===== src/rtl/dac_transmit.sv =====
// Serial transmitter for one 12-bit sample to a DAC121S101-class DAC using a 16-bit SPI frame.
// A rising edge on the synchronised sampling clock cs starts a frame, and the frame is sent MSB first.
module dac_transmit #(
    parameter int unsigned CLK_DIV = 4
) (
    input  logic        CLK,
    input  logic        reset,
    input  logic        cs,
    input  logic [11:0] sample,
    input  logic [1:0]  mode,
    output logic        sync_n,
    output logic        sclk,
    output logic        mosi,
    output logic        busy,
    output logic        done,
    output logic        overrun
);

    localparam int unsigned    DivW   = (CLK_DIV > 1) ? $clog2(CLK_DIV) : 1;
    localparam logic [DivW-1:0] DivMax = DivW'(CLK_DIV - 1);

    localparam logic [1:0] StIdle  = 2'd0;
    localparam logic [1:0] StShift = 2'd1;
    localparam logic [1:0] StHold  = 2'd2;

    logic            s1_q, s2_q, s3_q;
    logic            rise, tick;
    logic [15:0]     frame;
    logic [1:0]      state_q, state_d;
    logic [DivW-1:0] div_q, div_d;
    logic [3:0]      bitcnt_q, bitcnt_d;
    logic [15:0]     shift_q, shift_d;
    logic            sync_n_q, sync_n_d;
    logic            sclk_q, sclk_d;
    logic            mosi_q, mosi_d;
    logic            busy_q, busy_d;
    logic            done_q, done_d;
    logic            overrun_q, overrun_d;

    assign rise  = s2_q & ~s3_q;
    assign tick  = (div_q == DivMax);
    assign frame = {2'b00, mode, sample};

    always_comb begin
        state_d   = state_q;
        div_d     = div_q;
        bitcnt_d  = bitcnt_q;
        shift_d   = shift_q;
        sync_n_d  = sync_n_q;
        sclk_d    = sclk_q;
        mosi_d    = mosi_q;
        busy_d    = busy_q;
        done_d    = 1'b0;
        // A rise in the cycle where done is high also counts as an overrun.
        overrun_d = rise & ((state_q != StIdle) | done_q);

        case (state_q)
            StIdle: begin
                div_d    = '0;
                sync_n_d = 1'b1;
                sclk_d   = 1'b1;
                if (rise && !done_q) begin
                    shift_d  = {frame[14:0], 1'b0};
                    mosi_d   = frame[15];
                    sync_n_d = 1'b0;
                    bitcnt_d = 4'd0;
                    busy_d   = 1'b1;
                    state_d  = StShift;
                end
            end
            StShift: begin
                div_d = tick ? '0 : div_q + DivW'(1);
                if (tick) begin
                    if (sclk_q) begin
                        sclk_d = 1'b0;
                    end else begin
                        sclk_d = 1'b1;
                        if (bitcnt_q == 4'd15) begin
                            sync_n_d = 1'b1;
                            state_d  = StHold;
                        end else begin
                            bitcnt_d = bitcnt_q + 4'd1;
                            mosi_d   = shift_q[15];
                            shift_d  = {shift_q[14:0], 1'b0};
                        end
                    end
                end
            end
            StHold: begin
                div_d = tick ? '0 : div_q + DivW'(1);
                if (tick) begin
                    done_d  = 1'b1;
                    busy_d  = 1'b0;
                    mosi_d  = 1'b0;
                    state_d = StIdle;
                end
            end
            default: begin
                state_d  = StIdle;
                div_d    = '0;
                sync_n_d = 1'b1;
                sclk_d   = 1'b1;
                busy_d   = 1'b0;
            end
        endcase
    end

    always_ff @(posedge CLK or negedge reset) begin
        if (!reset) begin
            s1_q      <= 1'b0;
            s2_q      <= 1'b0;
            s3_q      <= 1'b0;
            state_q   <= StIdle;
            div_q     <= '0;
            bitcnt_q  <= 4'd0;
            shift_q   <= 16'd0;
            sync_n_q  <= 1'b1;
            sclk_q    <= 1'b1;
            mosi_q    <= 1'b0;
            busy_q    <= 1'b0;
            done_q    <= 1'b0;
            overrun_q <= 1'b0;
        end else begin
            s1_q      <= cs;
            s2_q      <= s1_q;
            s3_q      <= s2_q;
            state_q   <= state_d;
            div_q     <= div_d;
            bitcnt_q  <= bitcnt_d;
            shift_q   <= shift_d;
            sync_n_q  <= sync_n_d;
            sclk_q    <= sclk_d;
            mosi_q    <= mosi_d;
            busy_q    <= busy_d;
            done_q    <= done_d;
            overrun_q <= overrun_d;
        end
    end

    assign sync_n  = sync_n_q;
    assign sclk    = sclk_q;
    assign mosi    = mosi_q;
    assign busy    = busy_q;
    assign done    = done_q;
    assign overrun = overrun_q;

endmodule


===== config.mk =====
export PLATFORM = sky130hd
export DESIGN_NAME = dac_transmit
export DESIGN_NICKNAME = d
export VERILOG_FILES = /design/src/rtl/dac_transmit.sv
export SDC_FILE = /design/constraint.sdc
export NUM_CORES = 1
export LEC_CHECK = 0
export ABC_CLOCK_PERIOD_IN_PS = 2100
export BUFFER_PORTS_ARGS = -buffer_cell sky130_fd_sc_hd__buf_2
export CAP_MARGIN = 20
export CORE_UTILIZATION = 45
export DETAILED_ROUTE_END_ITERATION = 8
export HOLD_SLACK_MARGIN = 0.05
export PLACE_DENSITY = 0.63
export SYNTH_ARGS = -nofsm -noshare
export SYNTH_HDL_FRONTEND = slang
export SYNTH_SLANG_ARGS = --single-unit

===== constraint.sdc =====
create_clock -name CLK -period 2.1 [get_ports CLK]
set_input_delay 0.42 -clock CLK [delete_from_list [all_inputs] [get_ports CLK]]
set_output_delay 0.42 -clock CLK [all_outputs]
set_load 0.05 [all_outputs]

Word-level counts from Yosys, hierarchy flattened

Index checks and enable logic that the tools add are counted.

Logic and storage cells: 80
Input port bits: 17
Output and inout bits: 6
Register bits after elaboration: 33

Reduce and logical (&&, ||, !) cells: 13
Bitwise logic cells: 6
Equal/unequal tests: 10
Add/subtract/negate cells: 2
Muxes and demuxes: 36

Operators with widths:

| operator                                                         | count |
|---|---|
| 16-bit 2-to-1 mux                                                | 4 |
| 16-bit one-hot mux with 2 select lines                           | 1 |
| 4-bit 2-to-1 mux                                                 | 4 |
| 1-bit 2-to-1 mux                                                 | 14 |
| 2-bit 2-to-1 mux                                                 | 7 |
| 2-bit != test (second input constant)                            | 6 |
| 5-bit AND reduction                                              | 2 |
| 1-bit one-hot mux with 3 select lines                            | 3 |
| 4-bit one-hot mux with 2 select lines                            | 1 |
| 2-bit one-hot mux with 3 select lines                            | 1 |
| 6-bit AND reduction                                              | 1 |
| 4-bit by 1-bit adder with 4-bit output (second input constant)   | 1 |
| 2-bit == test (second input constant)                            | 2 |
| 4-bit == test (second input constant)                            | 1 |
| 4-bit AND reduction                                              | 1 |
| 2-bit nonzero test                                               | 2 |
| 1-bit NOT                                                        | 3 |
| 3-bit AND reduction                                              | 1 |
| 3-bit nonzero test                                               | 1 |
| 2-bit by 1-bit adder with 2-bit output (second input constant)   | 1 |
| 1-bit AND                                                        | 2 |
| 2-bit by 1-bit == test with 1-bit output (second input constant) | 1 |
| 2-bit zero test                                                  | 1 |
| 1-bit one-hot mux with 2 select lines                            | 1 |
| other kinds (5)                                                  | 5 |

Depth between registers and ports, before layout

Word-level depth: 5
Mapped depth: 7
Gate-level depth less buffers: 6

Worst setup path after synthesis

OpenSTA, ideal clock, no wires.

Path kind: register -> register
Start point: register state_q[1]
End point: register bitcnt_q[0]
Clock period less this slack: 1695 ps
Required time: 1975 ps
Setup time: 125 ps
Arrival: 1569 ps
Path buffers: 1
Setup slack: 405 ps
Stages on the path, launching flop included: 8
Cells stage by stage: dfrtp_1 inv_1 ha_1 and2_1 a211o_1 buf_6 o21ai_0 o21ai_1

Word-level cells in the longest chain between the ends: 3
Elaborated cells between the ends (all ways): 9
Classes of those cells: 5 x eq/ne; 1 x mux; 3 x reduce/logical

RTL lines:

| element                                                                     | line | source |
|---|---|---|
| start: declaration                                                          | 29   | `logic [1:0] state_q, state_d;` |
| start signal: assignment                                                    | 113  | `state_q <= StIdle;` |
| start signal: assignment                                                    | 127  | `state_q <= state_d;` |
| 2-bit by 1-bit == test with 1-bit output or 2-bit zero test (tied branches) | 57   | `case (state_q)` |
| 2-bit != test (no source line) or 2-bit nonzero test (tied branches)        | -    |  |
| 5-bit AND reduction (no source line)                                        | -    |  |
| end signal: assignment                                                      | 129  | `bitcnt_q <= bitcnt_d;` |
| end: declaration                                                            | 31   | `logic [3:0] bitcnt_q, bitcnt_d;` |

Several ways; a longest one is shown, not always the timed one.
A chain may end at the register's enable or synchronous reset.

Final worst setup path

Start point: register state_q[0]
End point: register shift_q[2]

Word-level cells in the longest chain between the ends: 3
Elaborated cells between the ends (all ways): 9
Classes of those cells: 5 x eq/ne; 1 x mux; 3 x reduce/logical

RTL lines:

| element                                                                     | line | source |
|---|---|---|
| 2-bit by 1-bit == test with 1-bit output or 2-bit zero test (tied branches) | 57   |  |
| 2-bit != test (no source line) or 2-bit nonzero test (tied branches)        | -    |  |
| 5-bit AND reduction (no source line)                                        | -    |  |
| end signal: assignment                                                      | 130  | `shift_q <= shift_d;` |
| end: declaration                                                            | 32   | `logic [15:0] shift_q, shift_d;` |

Several ways; a longest one is shown, not always the timed one.

==> impl_metrics.tcl <==
set metrics [dict create \
    track_usage_pct 19.9 \
    dr.pass1.iters 4 \
    rsz0062_at_grt "false" \
    hold_viol_final 0 \
    cts_resized 0 \
    slowest_delay_ns 0.44 \
    critical_path_class "reg2reg" \
    power_leakage_nw 0.856 \
    final_common_cell "dfrtp_1" \
    syn_area_per_cell_sq_um 10.7 \
    cp-end-kind "register" \
    intPower_mw 1.53 \
    area_growth_pct 13.9 \
    die_h_um 62.1 \
    fmax_ghz 0.526 \
    grt_max_degree 33 \
    clock_sinks 32 \
    cts_tree "built" \
    drt_iter0_drc 45 \
    dp_hpwl_um 2190 \
    synth_seq_cells 32 \
    ys.flop_type "dfrtp_1" \
    min_path_type "in2async" \
    tightest_slew_ns 0.708 \
    synth_seq_area_share_pct 49.5 \
    drive_above_1_share_pct 25.1 \
    synth_area_leaders "dfrtp_1 (46%), mux2i_1 (8.6%), o21ai_0 (8.0%)" \
    powerDensity_nw_per_um2 1410 \
    fin_skew_ns 0.00837 \
    die_x_um 62.1 \
    synth_edf_count 0 \
    diodes 0 \
    ioPinCount 23 \
    async_flop_share_pct 100 \
    fin_crit_sh_pct 90.4 \
    cts_setup_buffers 0 \
    p_clk_share_pct 15.2 \
    total_power_mw 2.62 \
    clockBufferDepth 2 \
    min_period_ns 1.90 \
    maxSlewViolCount 0 \
    antenna_found_initial 0 \
    clk_pin_slew_ns 0.10 \
    power_frac_comb_pct 46.8 \
    post_drt_wl_per_cell_um 14.1 \
    switching_share_pct 41.6 \
    cp-start-kind "register" \
    cp.required_ns 2.32 \
    grt_pass1_vias 1149 \
    start_util_pct 47.9 \
    numPortBuffers 22 \
    crit_path_cell_trace "inv_1 > ha_1 > and2_1 > a211o_2 > o21ai_0 > o21ai_1" \
    peakVddDrop_mv 0.608 \
    path_max_fanout 18 \
    via_per_inst 5.48 \
    layout_common_cells "dfrtp_1 (30), o21ai_0 (26), buf_2 (22), mux2i_1 (14), o21ai_1 (13)" \
    final-setup-viol-count 0 \
    path_delay_family "compound AO/OA/AOI/OAI gates" \
    routed_wl_um 3180 \
    synth_top_cell_by_area "dfrtp_1" \
    dieArea_sq_um 3850 \
    fill_cells 315 \
    final_nets 203 \
    slew-limit-headroom_pct 52.8 \
    yosys_warnings 0 \
    vias 1232 \
    switchingPower_mw 1.09 \
    fin_setup_tns_ns 0 \
    clock_latency_ns 0.33 \
    status "finished clean" \
    grt_remaining_overflow 0 \
    antenna_left 0 \
    syn_inst 152 \
    synth_top_area_share_pct 46.2 \
    grt_pass1_wl_um 5400 \
    path_buf_inv 1 \
    drc 0 \
    netlist_area_sq_um 1620 \
    root_buffer "clkbuf_4" \
    rows 21 \
    ctsHoldBuffers 0 \
    syn_nets 176 \
    core-area_sq_um 3390 \
    htreeDepth 2 \
    critPathSlowestCell "a211o_2" \
    rrSetupSlack_ns 0.20 \
    gp_routability_congestion 0.735 \
    worstPathArrival_ns 2.12 \
    cts_buffers 5 \
    sequentialPowerShare_pct 38.0 \
    synth.distinct_cells 33 \
    maxCapViolations 0 \
]
## worst register-to-register path: cells and delay by family (launching register included)
family | cells | cell delay (ns)
flops | 1 | 0.41
buf+inv | 1 | 0.10
fa+ha+maj | 1 | 0.26
compound gates | 3 | 0.81
simple gates | 1 | 0.21
## area by class of cell
class	instances	area [sq um]	share of cell area (%)
clock buffer	7	65.1	3.52
tap	46	57.6	3.11
timing repair buffer	27	148	7.98
multi-input combinational	109	762	41.2
sequential	32	803	43.4
inverter	4	15.0	0.811
## flip-flops by register name, indices dropped and copies added, names as in the netlist
signal    count
sync_n        1
bitcnt_q      4
s2_q          1
sclk          1
done          1
div_q         2
overrun       1
s1_q          1
busy          1
s3_q          1
state_q       2
shift_q      15
mosi          1
## routing by layer
layer	global-route usage, %	vias up	wire length (um)
met2	31.0	24	1520
met4	7.62	0	58
met1	26.5	604	1480
met5	0	-	0
met3	5.59	8	120
li1	-	596	-
## cell usage after synthesis (all sizes together) (2+ instances only)
| cell | number |
|---|---|
| a21oi | 4 |
| a31oi | 3 |
| and2 | 4 |
| buf | 6 |
| dfrtp | 30 |
| dfstp | 2 |
| ha | 7 |
| inv | 4 |
| mux2 | 3 |
| mux2i | 14 |
| nand2 | 6 |
| nand2b | 5 |
| nand3 | 4 |
| nor2 | 5 |
| nor2b | 3 |
| o211ai | 2 |
| o21ai | 40 |
## final timing paths
check	start	endpoint	cells past startpoint
setup / recovery	state_q[0]$_DFFE_PN0P_	shift_q[2]$_DFFE_PN0P_	6
hold / removal	reset	shift_q[13]$_DFFE_PN0P_	1
setup reg to reg	state_q[0]$_DFFE_PN0P_	shift_q[2]$_DFFE_PN0P_	6
hold reg to reg	s1_q$_DFF_PN0_	s2_q$_DFF_PN0_	0
max in group asynchronous	reset	shift_q[1]$_DFFE_PN0P_	1
min in group CLK	cs	s1_q$_DFF_PN0_	1
## logic make-up (layout without fill, tap and decap cells)
kind of cell	count (synthesis)	in the layout	share of synthesized area, %
AO/OA/AOI/OAI	53	53	18.7
adder cells (fa/ha/maj)	7	7	5.39
buffers and inverters	11	38	4.31
flip-flops	32	32	49.5
multiplexers	17	17	10.7
AND/OR/NAND/NOR	32	32	11.4
## power by group through the flow
stage | Clock [mW] | Sequential [mW] | Combinational, mW
6_report | 0.398 | 0.995 | 1.23
5_1_grt | 0.446 | 1.02 | 1.38
4_1_cts | 0.409 | 0.994 | 1.22
2_1_floorplan | 0 | 1.08 | 0.878
3_3_place_gp | 0 | 0.991 | 1.17
3_5_place_dp | 0 | 1.01 | 1.22
## stage by stage
stage | setup slack (ns) | utilization, % | cells | hold WS, ns | cell area (sq um)
3_3_place_gp | 0.241 | 52.3 | 218 | 0.335 | 1770
4_1_cts | 0.150 | 54.3 | 225 | 0.140 | 1840
3_5_place_dp | 0.172 | 52.3 | 218 | 0.339 | 1770
6_report | 0.201 | 54.6 | 225 | 0.118 | 1850
2_1_floorplan | 0.405 | - | 152 | 0.124 | 1620
5_1_grt | 0.0492 | 54.6 | 225 | 0.147 | 1850
(Power assumes the default switching activity.)
